## src/rtl/poly_sub_seq_if.sv

```systemverilog
`default_nettype none
// =============================================================================
// Module      : poly_sub_seq_if
// Description : Control handshake and coefficient RAM bus for poly_sub_seq.
// Revision    : 1.0 - initial release
// =============================================================================
interface poly_sub_seq_if #(
  parameter int AW    = 8,
  parameter int WIDTH = 12
);
  logic             start;
  logic             hold;
  logic             busy;
  logic             done;
  logic             rd_en;
  logic [AW-1:0]    rd_addr;
  logic [WIDTH-1:0] a_data;
  logic [WIDTH-1:0] b_data;
  logic             wr_en;
  logic [AW-1:0]    wr_addr;
  logic [WIDTH-1:0] wr_data;

  // Control FSM and memory bank side.
  modport master (
    output start, hold, a_data, b_data,
    input  busy, done, rd_en, rd_addr, wr_en, wr_addr, wr_data
  );

  // Sequencer side.
  modport slave (
    input  start, hold, a_data, b_data,
    output busy, done, rd_en, rd_addr, wr_en, wr_addr, wr_data
  );
endinterface
`default_nettype wire

```

## src/rtl/poly_sub_seq.sv

```systemverilog
`default_nettype none
// =============================================================================
// Module      : poly_sub_seq
// Description : Sequences dst[i] = (a[i] - b[i]) mod Q over N coefficients.
// Revision    : 1.0 - initial release
// =============================================================================
module poly_sub_seq #(
  parameter int N     = 256,
  parameter int AW    = 8,
  parameter int WIDTH = 12,
  parameter int Q     = 3329
) (
  input  logic          clk,
  input  logic          rst,
  poly_sub_seq_if.slave bus
);

  typedef enum logic [1:0] {
    IDLE  = 2'd0,
    RUN   = 2'd1,
    DRAIN = 2'd2,
    DONE  = 2'd3
  } state_t;

  localparam int               DW       = WIDTH + 2;
  localparam logic [DW-1:0]    Q_W      = DW'(Q);
  localparam logic [DW-1:0]    Q2_W     = DW'(2 * Q);
  localparam logic [AW-1:0]    LAST_IDX = AW'(N - 1);

  state_t           state_q, state_d;
  logic             s0_valid_q, s0_valid_d;
  logic [AW-1:0]    rd_addr_q, rd_addr_d;
  logic             s1_valid_q, s1_valid_d;
  logic [AW-1:0]    s1_idx_q, s1_idx_d;
  logic             s2_valid_q, s2_valid_d;
  logic [AW-1:0]    wr_addr_q, wr_addr_d;
  logic [WIDTH-1:0] wr_data_q, wr_data_d;

  logic [DW-1:0]    diff0, diff1, diff2, diff3;
  logic [WIDTH-1:0] mod_res;

  // Adding 2Q keeps the difference non-negative; three subtractions then
  // bring even non-canonical 12-bit operands (max 10753) into [0, Q-1].
  always_comb begin
    diff0   = {2'b00, bus.a_data} - {2'b00, bus.b_data} + Q2_W;
    diff1   = (diff0 >= Q_W) ? diff0 - Q_W : diff0;
    diff2   = (diff1 >= Q_W) ? diff1 - Q_W : diff1;
    diff3   = (diff2 >= Q_W) ? diff2 - Q_W : diff2;
    mod_res = WIDTH'(diff3);
  end

  always_comb begin
    state_d    = state_q;
    s0_valid_d = s0_valid_q;
    rd_addr_d  = rd_addr_q;
    s1_valid_d = s1_valid_q;
    s1_idx_d   = s1_idx_q;
    s2_valid_d = s2_valid_q;
    wr_addr_d  = wr_addr_q;
    wr_data_d  = wr_data_q;

    case (state_q)
      IDLE: begin
        if (bus.start && !bus.hold) begin
          state_d    = RUN;
          s0_valid_d = 1'b1;
          rd_addr_d  = '0;
        end
      end
      RUN: begin
        if (!bus.hold) begin
          if (rd_addr_q == LAST_IDX) begin
            s0_valid_d = 1'b0;
            state_d    = DRAIN;
          end else begin
            rd_addr_d = rd_addr_q + AW'(1);
          end
        end
      end
      DRAIN: begin
        // With S1 empty, the last result is in S2 and writes this cycle.
        if (!bus.hold && !s1_valid_q) begin
          state_d = DONE;
        end
      end
      DONE: state_d = IDLE;
      default: state_d = IDLE;
    endcase

    // S1 data is the RAM output register itself, held by the RAM while rd_en=0.
    if (!bus.hold) begin
      s1_valid_d = s0_valid_q;
      if (s0_valid_q) s1_idx_d = rd_addr_q;
      s2_valid_d = s1_valid_q;
      if (s1_valid_q) begin
        wr_addr_d = s1_idx_q;
        wr_data_d = mod_res;
      end
    end
  end

  always_ff @(posedge clk or posedge rst) begin
    if (rst) begin
      state_q    <= IDLE;
      s0_valid_q <= 1'b0;
      rd_addr_q  <= '0;
      s1_valid_q <= 1'b0;
      s1_idx_q   <= '0;
      s2_valid_q <= 1'b0;
      wr_addr_q  <= '0;
      wr_data_q  <= '0;
    end else begin
      state_q    <= state_d;
      s0_valid_q <= s0_valid_d;
      rd_addr_q  <= rd_addr_d;
      s1_valid_q <= s1_valid_d;
      s1_idx_q   <= s1_idx_d;
      s2_valid_q <= s2_valid_d;
      wr_addr_q  <= wr_addr_d;
      wr_data_q  <= wr_data_d;
    end
  end

  assign bus.rd_en   = s0_valid_q & ~bus.hold;
  assign bus.rd_addr = rd_addr_q;
  assign bus.wr_en   = s2_valid_q & ~bus.hold;
  assign bus.wr_addr = wr_addr_q;
  assign bus.wr_data = wr_data_q;
  assign bus.busy    = (state_q == RUN) || (state_q == DRAIN);
  assign bus.done    = (state_q == DONE);

endmodule
`default_nettype wire

```

## src/flat_wrapper.sv

```systemverilog
// flat-port wrapper written by rule: the top's interface ports become plain ports
module poly_sub_seq_flat 
#(
  parameter int N     = 256,
  parameter int AW    = 8,
  parameter int WIDTH = 12,
  parameter int Q     = 3329
)
  (clk, rst, bus_start, bus_hold, bus_a_data, bus_b_data, bus_busy, bus_done, bus_rd_en, bus_rd_addr, bus_wr_en, bus_wr_addr, bus_wr_data);
  poly_sub_seq_if #(.AW(AW), .WIDTH(WIDTH)) bus_i ();
  input  logic clk;
  input  logic rst;
  input wire logic [$bits(bus_i.start)-1:0] bus_start;
  input wire logic [$bits(bus_i.hold)-1:0] bus_hold;
  input wire logic [$bits(bus_i.a_data)-1:0] bus_a_data;
  input wire logic [$bits(bus_i.b_data)-1:0] bus_b_data;
  output wire logic [$bits(bus_i.busy)-1:0] bus_busy;
  output wire logic [$bits(bus_i.done)-1:0] bus_done;
  output wire logic [$bits(bus_i.rd_en)-1:0] bus_rd_en;
  output wire logic [$bits(bus_i.rd_addr)-1:0] bus_rd_addr;
  output wire logic [$bits(bus_i.wr_en)-1:0] bus_wr_en;
  output wire logic [$bits(bus_i.wr_addr)-1:0] bus_wr_addr;
  output wire logic [$bits(bus_i.wr_data)-1:0] bus_wr_data;
  assign bus_i.start = bus_start;
  assign bus_i.hold = bus_hold;
  assign bus_i.a_data = bus_a_data;
  assign bus_i.b_data = bus_b_data;
  assign bus_busy = bus_i.busy;
  assign bus_done = bus_i.done;
  assign bus_rd_en = bus_i.rd_en;
  assign bus_rd_addr = bus_i.rd_addr;
  assign bus_wr_en = bus_i.wr_en;
  assign bus_wr_addr = bus_i.wr_addr;
  assign bus_wr_data = bus_i.wr_data;
  poly_sub_seq #(.N(N), .AW(AW), .WIDTH(WIDTH), .Q(Q)) u_core (.clk(clk), .rst(rst), .bus(bus_i));
endmodule
```

## config.mk

```make
export PLATFORM = sky130hd
export DESIGN_NAME = poly_sub_seq_flat
export DESIGN_NICKNAME = d
export VERILOG_FILES = /design/src/rtl/poly_sub_seq_if.sv /design/src/rtl/poly_sub_seq.sv /design/src/flat_wrapper.sv
export SDC_FILE = /design/constraint.sdc
export NUM_CORES = 1
export LEC_CHECK = 0
export BUFFER_PORTS_ARGS = -buffer_cell sky130_fd_sc_hd__buf_4
export CAP_MARGIN = 20
export CORE_ASPECT_RATIO = 0.8
export CORE_MARGIN = 10
export CORE_UTILIZATION = 40
export CTS_BUF_LIST = sky130_fd_sc_hd__clkbuf_16
export CTS_CLUSTER_SIZE = 40
export DETAILED_ROUTE_END_ITERATION = 16
export PLACE_DENSITY_LB_ADDON = 0.15
export SLEW_MARGIN = 0
export SYNTH_ARGS = -nofsm -noshare
export SYNTH_HDL_FRONTEND = slang
export SYNTH_SLANG_ARGS = --single-unit
```

## constraint.sdc

```tcl
create_clock -name clk -period 2.9 [get_ports clk]
set_clock_uncertainty 0.1 [all_clocks]
set_input_delay 0.435 -clock clk [delete_from_list [all_inputs] [get_ports clk]]
set_output_delay 0.435 -clock clk [all_outputs]
set_load 0.02 [all_outputs]
```

Yosys cells after proc, flatten, opt, wreduce, memory -nomap -nowiden
Index checks and enable logic that the tools add are counted.

Multiplexer cells: 16. Bitwise operators: 3. Reduce and logical (&&, ||, !) cells: 12. Magnitude comparators: 3. Add/subtract/negate cells: 6. Equality and inequality tests: 9.

Operators by type and width (count): 14-bit by 12-bit >= comparator with 1-bit output, second input constant (3); 14-bit two-way mux (2); 14-bit by 12-bit subtractor with 14-bit output, second input constant (2); 8-bit two-way mux (3); 8-bit case mux with 2 select lines (1); 14-bit by 13-bit adder with 14-bit output, second input constant (1); 12-bit by 12-bit subtractor with 13-bit output (1); 12-bit two-way mux (1); 4-bit AND reduction (3); 12-bit subtractor, second input constant (1); 8-bit by 1-bit adder with 8-bit output, second input constant (1); 8-bit equality test, second input constant (1); 2-bit two-way mux (4); 2-bit case mux with 4 select lines (1); 2-bit by 1-bit inequality test with 1-bit output, second input constant (3); 2-bit equality test, second input constant (2); 2-bit inequality test, second input constant (2); 2-bit AND reduction (2); 1-bit two-way mux (3); 1-bit AND (2); 2-bit by 1-bit equality test with 1-bit output, second input constant (1); 1-bit logical AND (2); 1-bit logical NOT (2); 2-bit logical NOT (1); 4 further kinds (4).

Bits of input ports: 28. Register bits: 41. Logic and storage cells: 57.

Logic depth before layout (Yosys ltp)
Gate-level depths: netlist of run 1.

Word-level depth: 8. Depth in mapped cells: 30. Depth with buffers taken out: 26.

Least setup slack after synthesis of run 1
No wires, ideal clock.

Path kind: input port to flip-flop. From: in bus_a_data[0]. To: reg u_core.wr_data_q[4] (netlist: u_core.bus.wr_data[4]). Stages on the path: 27. Setup time: 0.126 ns. Arrival time: 6.777 ns. Data required time: 2.674 ns. Slack: -4.103 ns. Path through: inv_1 ha_1 inv_1 fa_1 xor2_1 ha_1 nand3_1 nor4_2 nand3_2 or4b_4 a22o_1 buf_6 nand2_1 mux2_2 ha_1 inv_1 nor4_1 a22o_2 o21ai_0 xnor2_1 ha_1 or4b_1 nor3b_2 o31a_4 buf_6 nor3_1 a221o_1.

Word-level cells in the longest chain between the ends: 8. Elaborated cells on any way between the ends: 11.

Ends and longest elaborated chain: from (decl) (RTL line flat_wrapper.sv:15) `input wire logic [$bits(bus_i.a_data)-1:0] bus_a_data;`; 12-bit by 12-bit subtractor with 13-bit output (*) (RTL line poly_sub_seq.sv:45) `diff0 = {2'b00, bus.a_data} - {2'b00, bus.b_data} + Q2_W;`; 14-bit by 13-bit adder with 14-bit output (*) (RTL line poly_sub_seq.sv:45); 14-bit by 12-bit subtractor with 14-bit output or 14-bit by 12-bit >= comparator with 1-bit output (tied branches) (RTL line poly_sub_seq.sv:46) `diff1 = (diff0 >= Q_W) ? diff0 - Q_W : diff0;`; 14-bit two-way mux (*) (RTL line poly_sub_seq.sv:46); 14-bit by 12-bit subtractor with 14-bit output or 14-bit by 12-bit >= comparator with 1-bit output (tied branches) (RTL line poly_sub_seq.sv:47) `diff2 = (diff1 >= Q_W) ? diff1 - Q_W : diff1;`; 14-bit two-way mux (*) (RTL line poly_sub_seq.sv:47); 12-bit subtractor or 14-bit by 12-bit >= comparator with 1-bit output (tied branches) (RTL line poly_sub_seq.sv:48) `diff3 = (diff2 >= Q_W) ? diff2 - Q_W : diff2;`; 12-bit two-way mux (*) (RTL line poly_sub_seq.sv:48); to (signal assigned) (RTL line poly_sub_seq.sv:120) `wr_data_q <= wr_data_d;`; to (decl) (RTL line poly_sub_seq.sv:37) `logic [WIDTH-1:0] wr_data_q, wr_data_d;`.

Every way passes the cells marked *; elsewhere a longest branch is shown, timed or not. A chain may end at the register's enable or synchronous reset.

Worst setup path in the final report of run 1
Same ends and word-level chain as after synthesis.

==> flow_summary.toml, run 1 <==
[run_status]
status = "finished, violations left"
violations = "setup timing"

[layout]
drive_above_1_share_pct = 43.8
layout_common_cells = "buf_4, nand2_1, nor2_1"
fillers = 897
sequential_cell_area_sq_mm = 0.00103
final_common_cell = "buf_4"
fin_util_pct = 66.3
n_antenna_cell = 0
num-nets-final = 896
syn2layout_area_growth_pct = 60.5
layout.cells.non_filler = 987
multiInputGateArea_sq_mm = 0.00367

[clock_tree]
cts_buffers = 5
htree_levels = 2
clock-root-buffer = "clkbuf_16"
cts.path.max_buffers = 2
cts.clk_slew.worst_paths_ns = 0.07
clkSinkCount = 41
clk_latency_ns = 0.29
cts_tree = "yes"

[power]
total_power_w = 0.00556
p_per_area_mw_per_mm2 = 761
ir_drop_mv = 0.386
p_leak_nw = 3.51

[sta]
holdWs_ns = 0.181
fin_crit_sh_pct = 210
worst_slack_ns = -3.18
period_needed_ns = 6.08
max_slew_margin_pct = 48.4
tightestPinTransition_ns = 0.773
hold_viol_final = 0
rsz0062_at_grt = "yes"
setup_violations = 12
drv_slew = 0
fmax_ghz = 0.165

[grt]
groute.usage.overall_pct = 18.6
grt.overflow.total = 0
grt_pass1_vias = 5486
grt_pass1_wl_um = 25800
antenna_found_initial = 0
grt_max_degree = 42

[detailed_routing]
avgViaCountPerCell = 5.51
vias = 5436
drc = 0
drt-initial-drc-count = 427
drt_first_pass_iters = 5
antenna_left = 0
routed_wl_um = 15800
wire_per_inst_um = 16.0

[floorplan]
io_pins = 60
fp.dieW_um = 139
die_y_um = 115
die_area_sq_mm = 0.0161
rows = 34
core-area_sq_mm = 0.0110
initial_utilization_pct = 41.3

[place]
place.gp.congestion = 0.948
pre_cts_ws_ns = -3.90
portBuffers = 59
dp.cells = 960
dp_hpwl_um = 12300

[yosys]
ys_ff_latch = 41
ys_seq_area_share_pct = 22.5
yosysWarnings = 0
synth-edff-count = 0
synth-async-reset-ratio_pct = 100
yosys.cell_types.count = 82
synth_fp_nets = 625
syn_inst = 571
synthFlopType = "dfrtp_1"
syn_area_per_cell_sq_um = 7.97
netlist_area_sq_mm = 0.00455

[setup_path]
worstPathRequired_ns = 2.97
cp.arrival_ns = 6.15
r2r_start = "u_core.state_q[0]"
path_class = "input port to register"
cp-start-kind = "input port"
crit_start = "bus_a_data[0]"
endpoint_kind = "register"
crit_path_max_fanout = 5
ff2ff_path_depth = 9

[flow_run]
cap_violations = 0

[hold_path]
hp-class = "input port to async pin"
synthesized netlist by cell type (all sizes together) (6+ instances only):
master | number | share of area [%]
o211ai | 8 | 1.3
xnor2 | 26 | 5.3
and3 | 9 | 1.2
a21oi | 30 | 3.5
o31ai | 9 | 1.6
nand2b | 7 | 0.96
inv | 31 | 2.6
mux2 | 12 | 3.1
a211oi | 9 | 1.7
o21a | 6 | 1.2
nor2 | 42 | 3.5
nand2 | 76 | 6.3
clkbuf | 10 | 0.82
or3 | 7 | 0.96
a21boi | 7 | 1.2
nor3 | 22 | 2.5
dfrtp | 41 | 23
nor4 | 6 | 0.96
mux2i | 6 | 1.3
nor2b | 8 | 1.1
o21ai | 28 | 3.1
a31oi | 7 | 0.96
ha | 25 | 6.9
a311oi | 7 | 1.3
and2 | 12 | 1.6
nor3b | 6 | 1.1
a21o | 8 | 1.3
nand3 | 25 | 3.0
xor2 | 12 | 2.3
layer usage:
layer / vias to the layer above / wire [um] / global-route usage (%)
li1: 2648 / - / -
met1: 2616 / 7230 / 24.2
met2: 152 / 7450 / 32.2
met3: 20 / 941 / 3.11
met4: 0 / 157 / 3.19
met5: - / 0 / 0
worst paths after layout:
kind,to,slack (ns)
min in group clk,u_core.s2_valid_q,0.33
hold reg to reg,u_core.bus.wr_addr[5],0.37
max in group asynchronous,u_core.bus.rd_addr[6],2.16
setup reg to reg,u_core.bus.rd_addr[5],0.66
hold / removal,u_core.bus.wr_data[0],0.18
setup / recovery,u_core.bus.wr_data[4],-3.18
sequential cells by signal, summed over array words and instances, names as in the netlist:
register,cells
u_core.s1_idx_q,8
u_core.state_q,2
u_core.bus.wr_addr,8
u_core.s0_valid_q,1
u_core.bus.wr_data,12
u_core.s2_valid_q,1
u_core.bus.rd_addr,8
u_core.s1_valid_q,1
cell type report:
cell class / instances / area share [%]
multi-input cells: 485 / 50.3
repair buffers: 278 / 29.0
flip-flops and latches: 41 / 14.0
well taps: 144 / 2.47
inverters: 31 / 1.80
clock buffers: 5 / 1.71
clock inverters: 3 / 0.634
stage by stage:
stage | cell area (sq um) | TNS, ns
detailed placement | 6720 | -45.33
finish | 7310 | -37.06
global route | 7310 | -38.83
floorplan | 4660 | -40.58
global placement | 6720 | -41.29
CTS | 7170 | -35.25
where the power goes:
group / leakage [nW] / internal (W) / switching, W
clock: 0.0800 / 0.000408 / 0.000245
sequential: 0.558 / 0.000607 / 0.0000606
combinational: 2.88 / 0.00214 / 0.00209
total: 3.51 / 0.00316 / 0.00240
logic make-up after synthesis:
family / synth area share [%]
AOI/OAI and AO/OA: 27.5
muxes: 4.37
DFF: 22.5
xor gates and xnor gates: 7.64
adders and majority gates: 7.31
and+or+nand+nor: 26.2
buffers and inverters: 4.48
worst max-delay path, cell delays in order:
cell      delay [ns]
buf_8           0.11
inv_12          0.04
ha_4            0.12
inv_2           0.03
fa_2            0.34
a21o_1          0.21
a221oi_4        0.30
mux2i_2         0.33
a22oi_2         0.18
a41oi_4         0.20
or4b_4          0.49
a22o_4          0.30
nand2_8         0.08
mux2_4          0.34
ha_4            0.18
inv_4           0.05
nor4_2          0.03
a22o_2          0.25
buf_4           0.14
o21ai_4         0.20
xnor2_2         0.12
ha_2            0.18
or4b_4          0.49
nor3b_4         0.34
o31a_4          0.25
nor3_2          0.06
a221o_1         0.32
repair_timing:
action                                  in CTS  in global routing
hold buffers                                 0                  0
cloned                                       1                  0
buffers inserted                            15                  3
resized for setup                           31                 20
pin swaps                                   29                  9
hold endpoints to repair                     0                  0
endpoints found under the setup margin      12                 12
Power figures use the tool's default switching activity.
==> run 2, diff against run 1 <==
SETUP_SLACK_MARGIN = 0.3   (was unset)
==> run 2 against run 1 <==
Against the previous run:
- the flow still finishes with violations (setup timing)
- hold slack worse by 0.0015 ns
- routed wire length up 0.38%
- critical path depth decreased by 2
- clock power about the same
- via count rose by 0.55%
- register-to-register slack about the same
- combinational power about the same
- total power barely moved
- global-route usage about the same
- core utilization is essentially flat
- sequential power hardly changed
- critical path type unchanged
==> flow_summary.toml, run 2 (synthesis results as in run 1) <==
[run_status]
status = "finished, violations left"
violations = "setup timing"

[place]
place.gp.congestion = 0.948
portBuffers = 59
dp_hpwl_um = 12300
dpl_cell_area_sq_mm = 0.00672

[layout]
largest_register_ffs = 12
postLayoutCellArea_sq_mm = 0.00730
num-nets-final = 896
syn2layout_area_growth_pct = 60.4
fin_util_pct = 66.3
layout_common_cells = "buf_4, nand2_1, nor2_1"
n_antenna_cell = 0
drive_above_1_share_pct = 43.7
final_common_cell = "buf_4"

[power]
ir_drop_mv = 0.386
p_per_area_mw_per_mm2 = 761
total_power_w = 0.00556
p_leak_nw = 3.51

[flow_run]
cap_violations = 0

[detailed_routing]
drt_first_pass_iters = 5
drt-initial-drc-count = 389
drc = 0
avgViaCountPerCell = 5.54
antenna_left = 0
routed_wl_um = 15800
vias = 5466
wire_per_inst_um = 16.1

[sta]
period_needed_ns = 6.07
hold_viol_final = 0
fmax_ghz = 0.165
setup_violations = 12
fin_crit_sh_pct = 209
max_slew_margin_pct = 48.5
tightestPinTransition_ns = 0.770
holdWs_ns = 0.180
worst_slack_ns = -3.17
rsz0062_at_grt = "yes"
drv_slew = 0

[setup_path]
r2r_start = "u_core.state_q[0]"
crit_end = "u_core.bus.wr_data[4]"
crit_buf_inv = 5
cpPeakStageDelay_ns = 0.49
cp_slowest_cell = "or4b_4"
path_depth = 25
endpoint_kind = "register"
cp.arrival_ns = 6.14
crit_start = "bus_a_data[0]"
r2r-end = "u_core.bus.rd_addr[5]"
worstPathRequired_ns = 2.97
path_class = "input port to register"
crit_path_max_fanout = 9
cp-start-kind = "input port"
reg2reg_slack_ns = 0.66
ff2ff_path_depth = 9
path_delay_family = "compound AO/OA/AOI/OAI gates"

[grt]
grt_pass1_wl_um = 25800
groute.usage.overall_pct = 18.6
grt.overflow.total = 0
grt_pass1_vias = 5483
antenna_found_initial = 0
grt_max_degree = 42

[clock_tree]
htree_levels = 2
cts_tree = "yes"
cts.clk_slew.worst_paths_ns = 0.07
cts_buffers = 5
clock-root-buffer = "clkbuf_16"
clk_latency_ns = 0.29
clkSinkCount = 41
holdBufCountCts = 0
cts.path.max_buffers = 2

[floorplan]
rows = 34
io_pins = 60
initial_utilization_pct = 41.3
die_area_sq_mm = 0.0161
fp.dieW_um = 139
die_y_um = 115
core-area_sq_mm = 0.0110

[hold_path]
hp-class = "input port to async pin"
-- run 2: cell counts in the layout (fill, tap and decap cells not counted) --
No cell type changed its count.
-- run 2: layout make-up --
| cell class | count | area (sq um) |
|---|---|---|
| clock buffers | 5 | 125 |
| repair buffers | 278 | 2120 |
| fillers | 900 | 3720 |
| well taps | 144 | 180 |
| inverters | 31 | 131 |
| flip-flops and latches | 41 | 1030 |
| clock inverters | 3 | 46.3 |
| multi-input cells | 485 | 3670 |
-- run 2: how the worst min path moves through the flow --
| stage | from | to | slack (ns) |
|---|---|---|---|
| 2_1_floorplan | u_core.s1_idx_q[0] | u_core.bus.wr_addr[0] | 0.33 |
| 3_3_place_gp | u_core.s1_idx_q[3] | u_core.bus.wr_addr[3] | 0.35 |
| 3_5_place_dp | u_core.s2_valid_q | u_core.s2_valid_q | 0.36 |
| 4_1_cts | rst | u_core.bus.wr_data[0] | 0.20 |
| 5_1_grt | rst | u_core.state_q[1] | 0.22 |
| 6_report | rst | u_core.bus.wr_data[0] | 0.18 |
-- run 2: through the flow --
stage / TNS (ns) / cells / setup slack, ns
floorplan: -40.58 / 571 / -3.54
global placement: -41.29 / 960 / -3.54
detailed placement: -45.33 / 960 / -3.90
CTS: -35.27 / 984 / -3.03
global route: -38.85 / 987 / -3.32
finish: -36.93 / 987 / -3.17
-- run 2: power by group --
group          internal [W]  switching [W]
Clock              0.000408       0.000244
Sequential         0.000607      0.0000604
Combinational       0.00214        0.00210
-- run 2: worst register-to-register path: cells and delay by family (launching register included) --
| kind | cells | cell delay, ns |
|---|---|---|
| AO/OA/AOI/OAI | 3 | 0.60 |
| AND/OR/NAND/NOR | 3 | 0.48 |
| flip-flops | 1 | 0.39 |
| adder cells (fa/ha/maj) | 1 | 0.26 |
| XOR/XNOR | 1 | 0.17 |
| buffers and inverters | 1 | 0.09 |
-- run 2: layer usage --
metal  wire length (um)  vias to the layer above  track usage (%)
met5                  0                        -                0
met4                113                        0             3.19
met3               1040                       16             3.11
met2               7520                      169             32.2
met1               7170                     2628             24.3
li1                   -                     2653                -
-- run 2: what timing repair did --
action,in CTS,in global routing
endpoints found under the setup margin,12,12
pin swaps,28,7
setup buffers,15,3
gates resized for setup,31,19
gates cloned,1,0
